<file path="config.mk">
export PLATFORM = sky130hd
export DESIGN_NAME = reg_seq_ctrl
export DESIGN_NICKNAME = d
export VERILOG_FILES = /design/src/rtl/reg_seq_ctrl.sv
export SDC_FILE = /design/constraint.sdc
export NUM_CORES = 1
export LEC_CHECK = 0
export CORE_MARGIN = 1.5
export CORE_UTILIZATION = 46
export CTS_BUF_LIST = sky130_fd_sc_hd__clkbuf_2 sky130_fd_sc_hd__clkbuf_4 sky130_fd_sc_hd__clkbuf_8
export DETAILED_ROUTE_END_ITERATION = 7
export GPL_ROUTABILITY_DRIVEN = 0
export MAX_ROUTING_LAYER = met4
export PLACE_DENSITY = 0.89
export SLEW_MARGIN = 20
export SYNTH_ARGS = -nofsm -noshare
export SYNTH_HDL_FRONTEND = slang
export SYNTH_SLANG_ARGS = --single-unit
</file>
<file path="constraint.sdc">
create_clock -name clk -period 1.78 [get_ports clk]
set_clock_uncertainty 0.15 [all_clocks]
set_input_delay 0.178 -clock clk [delete_from_list [all_inputs] [get_ports clk]]
set_output_delay 0.178 -clock clk [all_outputs]
set_load 0.02 [all_outputs]
</file>
<file path="src/rtl/reg_seq_ctrl.sv">
// Register-bank sequencer: runs LOAD_IMM / MOVE / SWAP requests as read/write cycle sequences.
// Optional macro REG_SEQ_SWAP_EN builds SWAP support (temp register B, RD_DST/WR_SRC states).
module reg_seq_ctrl (
    input  logic        clk,
    input  logic        reset,
    input  logic        req_valid,
    output logic        req_ready,
    input  logic [1:0]  req_op,
    input  logic        req_size,
    input  logic [2:0]  req_dst,
    input  logic [2:0]  req_src,
    input  logic [15:0] req_imm,
    output logic        done,
    output logic        err,
    output logic [2:0]  select_reg,
    output logic        size,
    output logic        select_high_low,
    output logic        select_data_h_reg,
    output logic        read_write,
    output logic [15:0] wr_data,
    input  logic [15:0] rd_data
);

    localparam logic [1:0] OP_LOAD = 2'b00;
    localparam logic [1:0] OP_MOVE = 2'b01;
`ifdef REG_SEQ_SWAP_EN
    localparam logic [1:0] OP_SWAP = 2'b10;
`endif

    typedef enum logic [2:0] {
        ST_IDLE   = 3'd0,
        ST_RD_SRC = 3'd1,
`ifdef REG_SEQ_SWAP_EN
        ST_RD_DST = 3'd2,
        ST_WR_SRC = 3'd4,
`endif
        ST_WR_DST = 3'd3,
        ST_DONE   = 3'd5,
        ST_ERR    = 3'd6
    } state_t;

    state_t      state_r;
    state_t      state_s;
    logic        accept_s;
    logic [1:0]  op_r;
    logic        size_r;
    logic [2:0]  dst_r;
    logic [2:0]  src_r;
    logic [15:0] imm_r;
    logic [15:0] a_r;
`ifdef REG_SEQ_SWAP_EN
    logic [15:0] b_r;
`endif

    logic        rw_s;
    logic [2:0]  sel_s;
    logic        size_s;
    logic        hl_s;
    logic [15:0] wr_data_s;

    // 16-bit codes address a whole register; 8-bit codes pick a byte half of regs 0-3
    function automatic logic [3:0] decode_code(input logic sz, input logic [2:0] code);
        logic [3:0] res;
        if (sz) begin
            res = {code, 1'b0};
        end else begin
            res = {1'b0, code[1:0], code[2]};
        end
        return res;
    endfunction

    function automatic logic [15:0] fit_width(input logic sz, input logic [15:0] data);
        logic [15:0] res;
        if (sz) begin
            res = data;
        end else begin
            res = {8'h00, data[7:0]};
        end
        return res;
    endfunction

    // Next-state selection and request acceptance
    always_comb begin
        state_s  = state_r;
        accept_s = 1'b0;
        case (state_r)
            ST_IDLE: begin
                if (req_valid) begin
                    accept_s = 1'b1;
                    case (req_op)
                        OP_LOAD: state_s = ST_WR_DST;
                        OP_MOVE: state_s = ST_RD_SRC;
`ifdef REG_SEQ_SWAP_EN
                        OP_SWAP: state_s = ST_RD_SRC;
`endif
                        default: state_s = ST_ERR;
                    endcase
                end else begin
                    state_s = ST_IDLE;
                end
            end
            ST_RD_SRC: begin
`ifdef REG_SEQ_SWAP_EN
                if (op_r == OP_SWAP) begin
                    state_s = ST_RD_DST;
                end else begin
                    state_s = ST_WR_DST;
                end
`else
                state_s = ST_WR_DST;
`endif
            end
`ifdef REG_SEQ_SWAP_EN
            ST_RD_DST: state_s = ST_WR_DST;
            ST_WR_SRC: state_s = ST_DONE;
`endif
            ST_WR_DST: begin
`ifdef REG_SEQ_SWAP_EN
                if (op_r == OP_SWAP) begin
                    state_s = ST_WR_SRC;
                end else begin
                    state_s = ST_DONE;
                end
`else
                state_s = ST_DONE;
`endif
            end
            ST_DONE: state_s = ST_IDLE;
            ST_ERR:  state_s = ST_IDLE;
            default: state_s = ST_IDLE;
        endcase
    end

    // Bank control decode; idle values apply outside the read and write states
    always_comb begin
        rw_s      = 1'b0;
        sel_s     = 3'd0;
        size_s    = 1'b1;
        hl_s      = 1'b0;
        wr_data_s = 16'h0000;
        case (state_r)
            ST_RD_SRC: begin
                {sel_s, hl_s} = decode_code(size_r, src_r);
                size_s        = size_r;
            end
`ifdef REG_SEQ_SWAP_EN
            ST_RD_DST: begin
                {sel_s, hl_s} = decode_code(size_r, dst_r);
                size_s        = size_r;
            end
            ST_WR_SRC: begin
                {sel_s, hl_s} = decode_code(size_r, src_r);
                size_s        = size_r;
                rw_s          = 1'b1;
                wr_data_s     = b_r;
            end
`endif
            ST_WR_DST: begin
                {sel_s, hl_s} = decode_code(size_r, dst_r);
                size_s        = size_r;
                rw_s          = 1'b1;
                if (op_r == OP_LOAD) begin
                    wr_data_s = fit_width(size_r, imm_r);
                end else begin
                    wr_data_s = a_r;
                end
            end
            default: begin
                rw_s = 1'b0;
            end
        endcase
    end

    // State, latched request and temp registers
    always_ff @(posedge clk) begin
        if (reset) begin
            state_r <= ST_IDLE;
            op_r    <= 2'b00;
            size_r  <= 1'b0;
            dst_r   <= 3'd0;
            src_r   <= 3'd0;
            imm_r   <= 16'h0000;
            a_r     <= 16'h0000;
`ifdef REG_SEQ_SWAP_EN
            b_r     <= 16'h0000;
`endif
        end else begin
            state_r <= state_s;
            if (accept_s) begin
                op_r   <= req_op;
                size_r <= req_size;
                dst_r  <= req_dst;
                src_r  <= req_src;
                imm_r  <= req_imm;
            end
            if (state_r == ST_RD_SRC) begin
                a_r <= fit_width(size_r, rd_data);
            end
`ifdef REG_SEQ_SWAP_EN
            if (state_r == ST_RD_DST) begin
                b_r <= fit_width(size_r, rd_data);
            end
`endif
        end
    end

    // Write strobe is gated by reset so a sequence cut mid-way never writes
    assign read_write        = rw_s & ~reset;
    assign select_reg        = sel_s;
    assign size              = size_s;
    assign select_high_low   = hl_s;
    assign wr_data           = wr_data_s;
    assign select_data_h_reg = 1'b0;
    assign req_ready         = (state_r == ST_IDLE);
    assign done              = (state_r == ST_DONE);
    assign err               = (state_r == ST_ERR);

endmodule

</file>
; After elaboration in Yosys (flattened, before gate mapping)
; Cells that the tools add are included.
[totals]
romBits = 0
mem_count = 0
latchBits = 0
register_bits = 44
ramBits = 0
elab_cells = 33
output_inout_bits = 26
in_bits = 44
[classes]
mux = 15
reduce_logical = 4
div_mod_pow = 0
multipliers = 0
shift = 0
bitwise = 2
n_eq_ne = 5
addsub = 0
order_cmp = 0
[op_table]
columns = cell, n
row1 = 16-bit 2-to-1 mux, 4
row2 = 3-bit one-hot mux with 2 select lines, 2
row3 = 3-bit one-hot mux with 3 select lines, 1
row4 = 4-bit 2-to-1 mux, 2
row5 = 3-bit == test (second input constant), 2
row6 = 2-bit zero test, 2
row7 = 1-bit 2-to-1 mux, 4
row8 = 3-bit by 1-bit == test with 1-bit output (second input constant), 1
row9 = 3-bit by 2-bit == test with 1-bit output (second input constant), 1
row10 = 3-bit zero test, 1
row11 = 3-bit 2-to-1 mux, 1
row12 = 2-bit by 1-bit == test with 1-bit output (second input constant), 1
row13 = 1-bit one-hot mux with 2 select lines, 1
row14 = 2-bit OR reduction, 1
row15 = 1-bit AND, 1
row16 = 1-bit inverter, 1

; Depth between registers and ports, before layout
[depth]
word_depth = 4
ltp_mapped = 6
ltp_nobuf = 3

; Worst setup path after synthesis
; No wires, ideal clock.
[synth_path]
path_kind = reg-to-output
from = register state_r[0]
to = output port wr_data[10]
setup_slack_ns = 0.034
t_required_ns = 1.452
n_path_buf = 2
stages_incl_launch_ff = 6
t_arrival_ns = 1.418
cell_sequence = dfxtp_1 -> buf_4 -> nor2b_1 -> nand2_1 -> clkbuf_1 -> a21oi_1
[synth_between]
elab_chain_len = 2
[synth_rtl]
columns = item, line_no
row1 = from (decl), 42  ; state_t state_r;
row2 = from (signal assigned), 188  ; state_r <= state_s;
row3 = 3-bit by 2-bit == test with 1-bit output, 141  ; case (state_r)
row4 = 16-bit 2-to-1 mux, 141
row5 = to (decl), 20  ; output logic [15:0] wr_data,
; No other way between the ends.

; Worst setup path after layout
[layout_path]
from = register op_r[0]
to = output port wr_data[9]
[layout_between]
elab_chain_len = 3
[layout_rtl]
columns = item, line_no
row1 = from (decl), 45  ; logic [1:0] op_r;
row2 = from (signal assigned), 190  ; op_r <= req_op;
row3 = 2-bit zero test, 162  ; if (op_r == OP_LOAD) begin
row4 = 16-bit 2-to-1 mux, 162
row5 = 16-bit 2-to-1 mux, 141
; No other way between the ends.

==> flow_summary.json <==
{
  "outcome": "complete, no violations",
  "worstReg2RegEnd": "imm_r[10]",
  "critical_path.startpoint": "op_r[0]",
  "synth_enable_flop_cells": 0,
  "cts_htree_levels": 2,
  "nets": 385,
  "max_vdd_drop_mv": 0.5793,
  "power.leakage_uw": 0.001077,
  "r2r_slack_ns": 0.06,
  "sequentialPowerShare": 0.492,
  "dieHeight_um": 68.23,
  "worstSetupEndpoint": "wr_data[9]",
  "setup.worst_path.end_class": "primary output",
  "async_reset_ff_frac": 0,
  "worst-endpoint-required_ns": 1.45,
  "worst_r2r_path_depth": 6,
  "timing.final.ws_setup_ns": 0.03560,
  "worst_hold_path_type": "in2reg",
  "netlist_area_um2": 1957,
  "netSwitchingPower_uw": 576.9,
  "first_pass_grt_wire_length_um": 8010,
  "synth.lib_cells_used.distinct": 27,
  "route.final.wire_length_um": 5364,
  "timing_limited_maximum_frequency_mhz": 573.3,
  "fin_area_um2": 2813,
  "cp_cell_sequence": "nor2_4 > buf_2 > nand3_1 > a21oi_1 > buf_4",
  "yosysSeqAreaShare": 0.4501,
  "clk_path_buf_depth": 2,
  "startpoint_type": "flop",
  "final-max-slew-violation-count": 0,
  "numCtsBuffers": 5,
  "power_density_nw_per_um2": 779.8,
  "grt_pass1_vias": 1783,
  "ant_nets": 0,
  "tritoncts": "built",
  "power.share.switching": 0.2630,
  "ys.warnings.count": 0,
  "placement.setup.worst_slack_ns": -0.09486,
  "synthesis.instances": 268,
  "detail_routed_net_length_per_standard_cell_um": 13.68,
  "pin_count_of_the_biggest_net_entering_global_routing": 45,
  "p_clk_frac": 0.305,
  "cp_slowest_cell": "sky130_fd_sc_hd__dfxtp_2",
  "post-synth-top-area-fraction": 0.4501,
  "cts_root_buffer": "sky130_fd_sc_hd__clkbuf_8",
  "comb_power_share": 0.203,
  "timing.final.hold_violations": 0,
  "period_minus_slack_ns": 1.744,
  "period_share": 0.9800,
  "placement.io_buffers": 68,
  "post_cts_hold_buffer_count": 0,
  "vias": 2042,
  "final-seq-area_um2": 885.9,
  "track_usage": 0.2400,
  "final-setup-viol-count": 0,
  "drtPass1Iterations": 4,
  "signal_arrival_time_at_the_worst_endpoint_ns": 1.42,
  "drt_drc_violations_left": 0,
  "crit_type": "reg2out",
  "r2r-start": "state_r[0]",
  "post_drt_via_cell_ratio": 5.209,
  "synth_seq_cells": 44,
  "post_route_cells_drive_above_1_share": 0.1930,
  "leading_post_synthesis_cells_by_cell_area": "sky130_fd_sc_hd__dfxtp_1, sky130_fd_sc_hd__nand2_1, sky130_fd_sc_hd__a21oi_1, sky130_fd_sc_hd__nand3_1, sky130_fd_sc_hd__clkbuf_1",
  "final_core_util": 0.6932,
  "p_int_uw": 1616,
  "syn_area_per_cell_um2": 7.302,
  "clock_sink_count": 44,
  "synth_nets": 312,
  "die_width_um": 68.23,
  "fp.dieArea_um2": 4655,
  "grt_antenna_before_repair": 0,
  "synth_largest_area_cell": "sky130_fd_sc_hd__dfxtp_1",
  "multi_input_comb_area_um2": 991.0,
  "clock_insertion_delay_worst_skew_ns": 0.30,
  "cell_area_reported_after_detailed_placement_um2": 2753,
  "floorplan.initialDensity": 0.4823,
  "worst_path_largest_cell_delay_ns": 0.35,
  "area_delta_synth_final_pct": 43.73,
  "hpwlAfterDp_um": 3558,
  "filler_cell_count": 310,
  "antenna_cells_inserted": 0,
  "num_io_pins": 70,
  "grt.overflow.total": 0,
  "clkTransAtPathRegs_ns": 0.08,
  "drt_iter0_markers": 136,
  "finalSetupTns_ns": 0,
  "maxCapViolCount": 0,
  "core.rowCount": 23,
  "worstPathMaxFanout": 4,
  "yosys_most_used_dff": "sky130_fd_sc_hd__dfxtp_1",
  "core_area_um2": 4058
}
cells by family after synthesis:
logic type	count (synthesis)	share of synthesized area
flops	44	0.4501
mux	1	0.005754
other cells	1	0.001916
compound gates	62	0.1624
simple gates	137	0.3146
buf+inv	23	0.06521
synth_stat cells, types with 2 or more instances:
master,number
sky130_fd_sc_hd__nor2_1,4
sky130_fd_sc_hd__nand2b_1,2
sky130_fd_sc_hd__buf_6,3
sky130_fd_sc_hd__clkbuf_1,10
sky130_fd_sc_hd__dfxtp_1,44
sky130_fd_sc_hd__a21oi_1,60
sky130_fd_sc_hd__nand3_1,16
sky130_fd_sc_hd__buf_4,3
sky130_fd_sc_hd__a22o_1,2
sky130_fd_sc_hd__buf_2,5
sky130_fd_sc_hd__nor3_1,3
sky130_fd_sc_hd__nand2_1,100
sky130_fd_sc_hd__nor2b_1,2
critical path, delay by kind of cell (launching register included):
kind / cells / cell delay [ns]
flip-flops: 1 / 0.35
buffers and inverters: 2 / 0.34
AND/OR/NAND/NOR: 2 / 0.23
AO/OA/AOI/OAI: 1 / 0.19
layout by cell type, fill, tap and decap left out, drive strengths merged:
master,n
clkdlybuf4s50,43
dlygate4sd2,2
or4b,1
nand2,100
mux2,1
nand3,16
nor4bb,1
nor4,1
nor2b,2
nor4b,1
or2,2
and2,1
or3b,1
conb,1
a22o,2
and3,1
nand2b,2
nor3b,1
and3b,1
nor3,3
buf,40
nor2,4
clkbuf,11
dfxtp,44
a21oi,60
power groups by stage:
stage | Sequential [uW] | Combinational [uW] | Clock (uW)
floorplan | 1090 | 234 | 0
global placement | 1090 | 417 | 0
detailed placement | 1100 | 425 | 0
CTS | 1070 | 424 | 671
global route | 1090 | 490 | 719
finish | 1080 | 446 | 669
how the worst min path moves through the flow:
stage / cells after the start / slack [ns] / startpoint / end
after detailed placement: 2 / 0.29 / src_r[2] / src_r[2]
after CTS: 3 / 0.27 / req_src[2] / src_r[2]
after floorplan: 2 / 0.16 / req_dst[2] / dst_r[2]
after global placement: 2 / 0.29 / dst_r[2] / dst_r[2]
after global routing: 3 / 0.27 / req_imm[0] / imm_r[0]
final: 3 / 0.27 / req_src[2] / src_r[2]
metrics by stage:
step,std cells,total power [uW],hold WS [ns]
after detailed placement,382,1522,0.2939
after global placement,382,1511,0.2887
after global routing,392,2295,0.2722
after CTS,390,2170,0.2716
final,392,2193,0.2738
after floorplan,268,1322,0.1640
flip-flops by register name, summed over array words and instances, names as in the netlist:
signal	flops
a_r	16
dst_r	3
state_r	3
src_r	3
imm_r	16
size_r	1
op_r	2
what timing repair did:
item,4_1_cts,5_1_grt
buffers inserted,0,0
hold endpoints to repair,0,0
resized for setup,86,29
endpoints found under the setup margin,25,47
pin swaps,0,2
gates cloned,0,2
final cells by class:
type / instances / area share
Timing Repair Buffer: 88 / 0.2758
Sequential cell: 44 / 0.3149
Multi-Input combinational cell: 202 / 0.3523
Clock buffer: 8 / 0.03470
Tap cell: 50 / 0.02224
routing by layer:
| metal | vias to the layer above | wire length, um | GRT usage |
|---|---|---|---|
| li1 | 1028 | - | - |
| met1 | 934 | 2126 | 0.2961 |
| met2 | 70 | 2748 | 0.3811 |
| met3 | 10 | 414 | 0.07895 |
| met4 | 0 | 74 | 0.05750 |
| met5 | - | 0 | - |
Power figures use the tool's default switching activity.
